--- config.mk ---
export PLATFORM = sky130hd
export DESIGN_NAME = cp0_reg_flat
export DESIGN_NICKNAME = d
export VERILOG_FILES = /design/src/rtl/cp0_reg_if.sv /design/src/rtl/cp0_reg.sv /design/src/flat_wrapper.sv
export SDC_FILE = /design/constraint.sdc
export NUM_CORES = 1
export LEC_CHECK = 0
export ABC_AREA = 1
export CORE_ASPECT_RATIO = 0.8
export CORE_UTILIZATION = 25
export DETAILED_ROUTE_END_ITERATION = 8
export GPL_ROUTABILITY_DRIVEN = 0
export PLACE_DENSITY = 0.57
export SYNTH_ARGS = -nofsm -noshare
export SYNTH_HDL_FRONTEND = slang
export SYNTH_SLANG_ARGS = --single-unit
--- constraint.sdc ---
create_clock -name clk -period 2.6 [get_ports clk]
set_clock_uncertainty 0.2 [all_clocks]
set_input_delay 0.52 -clock clk [delete_from_list [all_inputs] [get_ports clk]]
set_output_delay 0.52 -clock clk [all_outputs]
set_load 0.01 [all_outputs]
--- src/rtl/cp0_reg_if.sv ---
// CP0 register-file port bundle: WB write port, EX read port, exception commit
// inputs and register snapshots.
interface cp0_reg_if;
  logic        we_i;
  logic [4:0]  waddr_i;
  logic [31:0] data_i;
  logic [4:0]  raddr_i;
  logic [5:0]  int_i;
  logic [31:0] excepttype_i;
  logic [31:0] current_inst_addr_i;
  logic        is_in_delayslot_i;
  logic [31:0] data_o;
  logic [31:0] count_o;
  logic [31:0] compare_o;
  logic [31:0] status_o;
  logic [31:0] cause_o;
  logic [31:0] epc_o;
  logic [31:0] config_o;
  logic [31:0] prid_o;
  logic        timer_int_o;

  modport master (
    output we_i, waddr_i, data_i, raddr_i, int_i,
           excepttype_i, current_inst_addr_i, is_in_delayslot_i,
    input  data_o, count_o, compare_o, status_o, cause_o, epc_o,
           config_o, prid_o, timer_int_o
  );

  modport slave (
    input  we_i, waddr_i, data_i, raddr_i, int_i,
           excepttype_i, current_inst_addr_i, is_in_delayslot_i,
    output data_o, count_o, compare_o, status_o, cause_o, epc_o,
           config_o, prid_o, timer_int_o
  );
endinterface

--- src/rtl/cp0_reg.sv ---
// MIPS32 coprocessor-0 register file: Count/Compare timer, Status, Cause, EPC,
// read-only PRId/Config, and exception/ERET side effects from the memory stage.
module cp0_reg #(
  parameter logic [31:0] PRID_VALUE   = 32'h004C0102,
  parameter logic [31:0] CONFIG_VALUE = 32'h00008000,
  parameter logic [31:0] STATUS_RESET = 32'h10000000
) (
  input logic clk,
  input logic rst,
  cp0_reg_if.slave bus
);

  localparam logic [4:0] ADDR_COUNT   = 5'd9;
  localparam logic [4:0] ADDR_COMPARE = 5'd11;
  localparam logic [4:0] ADDR_STATUS  = 5'd12;
  localparam logic [4:0] ADDR_CAUSE   = 5'd13;
  localparam logic [4:0] ADDR_EPC     = 5'd14;
  localparam logic [4:0] ADDR_PRID    = 5'd15;
  localparam logic [4:0] ADDR_CONFIG  = 5'd16;

  logic [31:0] count_q, compare_q, status_q, cause_q, epc_q;
  logic        timer_int_q;

  logic [31:0] count_n, compare_n, status_n, cause_n, epc_n;
  logic        timer_int_n;
  logic        exc_valid, eret, exl_before;
  logic [4:0]  exc_code;

  always_comb begin
    exc_valid = 1'b1;
    exc_code  = 5'h00;
    eret      = 1'b0;
    case (bus.excepttype_i)
      32'h0000_0001: exc_code = 5'h00;
      32'h0000_0008: exc_code = 5'h08;
      32'h0000_000A: exc_code = 5'h0A;
      32'h0000_000D: exc_code = 5'h0D;
      32'h0000_000C: exc_code = 5'h0C;
      32'h0000_000E: begin
        exc_valid = 1'b0;
        eret      = 1'b1;
      end
      default:       exc_valid = 1'b0;
    endcase
  end

  // Software write first, then exception/ERET overrides the fields it owns.
  always_comb begin
    count_n     = count_q + 32'd1;
    compare_n   = compare_q;
    status_n    = status_q;
    cause_n     = cause_q;
    epc_n       = epc_q;
    timer_int_n = timer_int_q;

    cause_n[15:10] = bus.int_i;

    if ((compare_q != 32'd0) && (count_q == compare_q))
      timer_int_n = 1'b1;

    if (bus.we_i) begin
      case (bus.waddr_i)
        ADDR_COUNT:   count_n = bus.data_i;
        ADDR_COMPARE: begin
          compare_n   = bus.data_i;
          timer_int_n = 1'b0;
        end
        ADDR_STATUS:  status_n = bus.data_i;
        ADDR_CAUSE: begin
          cause_n[9:8]   = bus.data_i[9:8];
          cause_n[23:22] = bus.data_i[23:22];
        end
        ADDR_EPC:     epc_n = bus.data_i;
        default:      ;
      endcase
    end

    exl_before = status_n[1];
    if (exc_valid) begin
      if (!exl_before) begin
        epc_n       = bus.is_in_delayslot_i ? (bus.current_inst_addr_i - 32'd4)
                                            : bus.current_inst_addr_i;
        cause_n[31] = bus.is_in_delayslot_i;
      end
      status_n[1]   = 1'b1;
      cause_n[6:2]  = exc_code;
    end else if (eret) begin
      status_n[1] = 1'b0;
    end
  end

  always_ff @(posedge clk or negedge rst) begin
    if (!rst) begin
      count_q     <= 32'd0;
      compare_q   <= 32'd0;
      status_q    <= STATUS_RESET;
      cause_q     <= 32'd0;
      epc_q       <= 32'd0;
      timer_int_q <= 1'b0;
    end else begin
      count_q     <= count_n;
      compare_q   <= compare_n;
      status_q    <= status_n;
      cause_q     <= cause_n;
      epc_q       <= epc_n;
      timer_int_q <= timer_int_n;
    end
  end

  always_comb begin
    bus.data_o = 32'd0;
    case (bus.raddr_i)
      ADDR_COUNT:   bus.data_o = count_q;
      ADDR_COMPARE: bus.data_o = compare_q;
      ADDR_STATUS:  bus.data_o = status_q;
      ADDR_CAUSE:   bus.data_o = cause_q;
      ADDR_EPC:     bus.data_o = epc_q;
      ADDR_PRID:    bus.data_o = PRID_VALUE;
      ADDR_CONFIG:  bus.data_o = CONFIG_VALUE;
      default:      bus.data_o = 32'd0;
    endcase
  end

  assign bus.count_o     = count_q;
  assign bus.compare_o   = compare_q;
  assign bus.status_o    = status_q;
  assign bus.cause_o     = cause_q;
  assign bus.epc_o       = epc_q;
  assign bus.config_o    = CONFIG_VALUE;
  assign bus.prid_o      = PRID_VALUE;
  assign bus.timer_int_o = timer_int_q;

endmodule

--- src/flat_wrapper.sv ---
// flat-port wrapper written by rule: the top's interface ports become plain ports
module cp0_reg_flat 
#(
  parameter logic [31:0] PRID_VALUE   = 32'h004C0102,
  parameter logic [31:0] CONFIG_VALUE = 32'h00008000,
  parameter logic [31:0] STATUS_RESET = 32'h10000000
)
  (clk, rst, bus_we_i, bus_waddr_i, bus_data_i, bus_raddr_i, bus_int_i, bus_excepttype_i, bus_current_inst_addr_i, bus_is_in_delayslot_i, bus_data_o, bus_count_o, bus_compare_o, bus_status_o, bus_cause_o, bus_epc_o, bus_config_o, bus_prid_o, bus_timer_int_o);
  cp0_reg_if bus_i ();
  input logic clk;
  input logic rst;
  input wire logic [$bits(bus_i.we_i)-1:0] bus_we_i;
  input wire logic [$bits(bus_i.waddr_i)-1:0] bus_waddr_i;
  input wire logic [$bits(bus_i.data_i)-1:0] bus_data_i;
  input wire logic [$bits(bus_i.raddr_i)-1:0] bus_raddr_i;
  input wire logic [$bits(bus_i.int_i)-1:0] bus_int_i;
  input wire logic [$bits(bus_i.excepttype_i)-1:0] bus_excepttype_i;
  input wire logic [$bits(bus_i.current_inst_addr_i)-1:0] bus_current_inst_addr_i;
  input wire logic [$bits(bus_i.is_in_delayslot_i)-1:0] bus_is_in_delayslot_i;
  output wire logic [$bits(bus_i.data_o)-1:0] bus_data_o;
  output wire logic [$bits(bus_i.count_o)-1:0] bus_count_o;
  output wire logic [$bits(bus_i.compare_o)-1:0] bus_compare_o;
  output wire logic [$bits(bus_i.status_o)-1:0] bus_status_o;
  output wire logic [$bits(bus_i.cause_o)-1:0] bus_cause_o;
  output wire logic [$bits(bus_i.epc_o)-1:0] bus_epc_o;
  output wire logic [$bits(bus_i.config_o)-1:0] bus_config_o;
  output wire logic [$bits(bus_i.prid_o)-1:0] bus_prid_o;
  output wire logic [$bits(bus_i.timer_int_o)-1:0] bus_timer_int_o;
  assign bus_i.we_i = bus_we_i;
  assign bus_i.waddr_i = bus_waddr_i;
  assign bus_i.data_i = bus_data_i;
  assign bus_i.raddr_i = bus_raddr_i;
  assign bus_i.int_i = bus_int_i;
  assign bus_i.excepttype_i = bus_excepttype_i;
  assign bus_i.current_inst_addr_i = bus_current_inst_addr_i;
  assign bus_i.is_in_delayslot_i = bus_is_in_delayslot_i;
  assign bus_data_o = bus_i.data_o;
  assign bus_count_o = bus_i.count_o;
  assign bus_compare_o = bus_i.compare_o;
  assign bus_status_o = bus_i.status_o;
  assign bus_cause_o = bus_i.cause_o;
  assign bus_epc_o = bus_i.epc_o;
  assign bus_config_o = bus_i.config_o;
  assign bus_prid_o = bus_i.prid_o;
  assign bus_timer_int_o = bus_i.timer_int_o;
  cp0_reg #(.PRID_VALUE(PRID_VALUE), .CONFIG_VALUE(CONFIG_VALUE), .STATUS_RESET(STATUS_RESET)) u_core (.clk(clk), .rst(rst), .bus(bus_i));
endmodule
==> reports/qor.yml <==
period_share: 0.993
syn_area_per_cell_um2: 7.05
core_area_mm2: 0.0375
via_per_inst: 4.73
internal_power_mw: 5.91
power_leakage_nw: 6.40
die_height_um: 178
wl_um: 44500
synth_cell_types: 41
maxCapViolCount: 0
cts_max_path_buffers: 2
power.total_mw: 9.57
async_flop_share: 1.00
netlist_instances: 1370
ys_seq_area_frac: 0.373
comb_power_share: 0.357
htree_levels: 4
critPathArrivalTime_ns: 1.86
firstDrtPassIters: 5
grt.total_usage: 0.223
io_pins: 373
utilization: 0.376
yosys_warnings: 0
slew_violations: 0
synth_top_area_cell: "dfrtp_1"
cts_tree: "done"
drc: 0
n_antenna_cell: 0
cts-root-buf: "clkbuf_16"
start_util: 0.257
synth_flop_cell: "dfrtp_1"
clock_sinks: 144
dp.cells: 2168
p_sw_mw: 3.66
wl_per_cell_um: 20.2
grt_pass1_wl_um: 64300
finalWorstSetupSlack_ns: 0.0186
numCtsBuffers: 17
vdd_ir_drop_max_v: 0.000383
synth_area_leaders: "dfrtp_1 (37%), nand2_1 (15%), o21ai_0 (7.1%), buf_4 (6.5%), inv_1 (5.5%)"
power-per-cell-area_mw_per_mm2: 678
cp.required_ns: 1.88
worstHoldPathType: "flip-flop to flip-flop"
stdcell_area_mm2: 0.0141
max_slew_margin: 0.580
min_period_ns: 2.58
pre_cts_ws_ns: -0.733
final_common_cell: "nand2_1"
area_delta_synth_final_pct: 46.2
insertion_delay_ns: 0.43
fp-row-count: 63
tightest_slew_ns: 0.630
die_area_mm2: 0.0394
timing_hold_violations_final: 0
synth_seq_cells: 144
path_clk_slew_ns: 0.06
drive_gt1_frac: 0.131
criticalPathCategory: "primary input to output pin"
switching_share: 0.382
synth_edf_count: 0
die_w_um: 222
route.vias.total: 10400
drt_iter0_drc: 988
netlist.area_leader.share: 0.371
p_seq_frac: 0.357
synth_area_mm2: 0.00965
grt_max_degree: 63
dpl_cell_area_mm2: 0.0133
final_cell_mix: "nand2_1 (383), clkdlybuf4s50_1 (253), dfrtp_1 (143)"
first_global_vias: 9949
cp_max_fo: 12
antenna_found_initial: 0
setup_viol: 0
worst_setup_path_end_kind: "output pin"
status: "complete, no violations"
grt-ovfl-total: 0
max_freq_mhz: 387
cp-start-kind: "primary input"
p_clk_frac: 0.286
nets: 1823
io_buffers: 291
post-dp-hpwl_um: 36500
final_antenna_net_count: 0
fin_cells: 2205
-- layer usage --
layer | vias up | track usage | part of all wire
li1 | 4957 | - | -
met1 | 4936 | 0.304 | 0.44
met2 | 496 | 0.342 | 0.44
met3 | 50 | 0.0596 | 0.091
met4 | 0 | 0.0720 | 0.026
met5 | - | 0 | 0
-- kinds of logic after synthesis --
family          after synthesis  share of synthesized area
xor+xnor                     47                     0.0426
compound gates              240                      0.147
fa+ha+maj                     2                    0.00259
other cells                   2                   0.000778
simple gates                662                      0.291
flops                       144                      0.373
buf+inv                     273                      0.143
-- worst paths after layout --
| path | cells past startpoint | startpoint | end | slack [ns] |
|---|---|---|---|---|
| setup / recovery | 9 | bus_raddr_i[4] | bus_data_o[16] | 0.02 |
| hold / removal | 2 | u_core.bus.status_o[28]$_DFFE_PN1P_ | u_core.bus.status_o[28]$_DFFE_PN1P_ | 0.31 |
| setup reg to reg | 10 | u_core.bus.count_o[0]$_DFF_PN0_ | u_core.bus.count_o[26]$_DFF_PN0_ | 0.36 |
| hold reg to reg | 2 | u_core.bus.status_o[28]$_DFFE_PN1P_ | u_core.bus.status_o[28]$_DFFE_PN1P_ | 0.31 |
| max in group asynchronous | 3 | rst | u_core.bus.status_o[28]$_DFFE_PN1P_ | 1.09 |
| min in group asynchronous | 2 | rst | u_core.bus.count_o[20]$_DFF_PN0_ | 0.41 |
-- repair_timing --
action,CTS,global route
pin swaps,17,8
endpoints found under the hold margin,41,0
cloned,2,0
endpoints found under the setup margin,32,24
setup buffers,4,0
hold buffers,1,0
gates resized for setup,174,17
-- Yosys cell counts (20+ instances only) --
library cell and instances:
inv_1 142, dfrtp_1 143, xnor2_1 27, a21oi_1 24, xor2_1 20, nand2_1 388
o21ai_0 136, nand3_1 68, clkbuf_1 31, buf_4 83, a22oi_1 27, nor2_1 131
-- power by group through the flow --
stage / clock (mW) / combinational (mW) / sequential [mW]
6_report: 2.74 / 3.42 / 3.42
5_1_grt: 2.86 / 3.71 / 3.47
4_1_cts: 2.78 / 3.42 / 3.40
3_5_place_dp: 0 / 3.40 / 3.43
3_3_place_gp: 0 / 3.37 / 3.45
2_1_floorplan: 0 / 1.30 / 3.37
-- registers in the layout, indices dropped and copies added (netlist names) --
name                    flops
u_core.bus.status_o        32
u_core.bus.cause_o         15
u_core.bus.compare_o       32
u_core.bus.epc_o           32
u_core.bus.count_o         32
u_core.bus.timer_int_o      1
-- critical path, cell delays in order --
cell and delay (ns):
clkdlybuf4s15_1 0.16, inv_1 0.08, nand2_2 0.08, nor2_2 0.13, nand2_1 0.11, buf_6 0.17, buf_6 0.15, o211ai_1 0.26
buf_2 0.19
-- cell type report --
type | count | area [um2]
fillers | 3945 | 23400
multi-input cells | 1032 | 5160
flip-flops and latches | 144 | 3600
repair buffers | 364 | 3550
well taps | 487 | 609
inverters | 146 | 548
clock buffers | 18 | 429
clock inverters | 14 | 205
-- per-stage QoR --
step	hold WS, ns	TNS (ns)
after CTS	0.304	0
after floorplan	0.0244	0
after global routing	0.306	-0.00993
after global placement	0.299	-21.41
after detailed placement	0.299	-21.03
final	0.313	0
No activity file was read; power rests on OpenSTA's default activity.
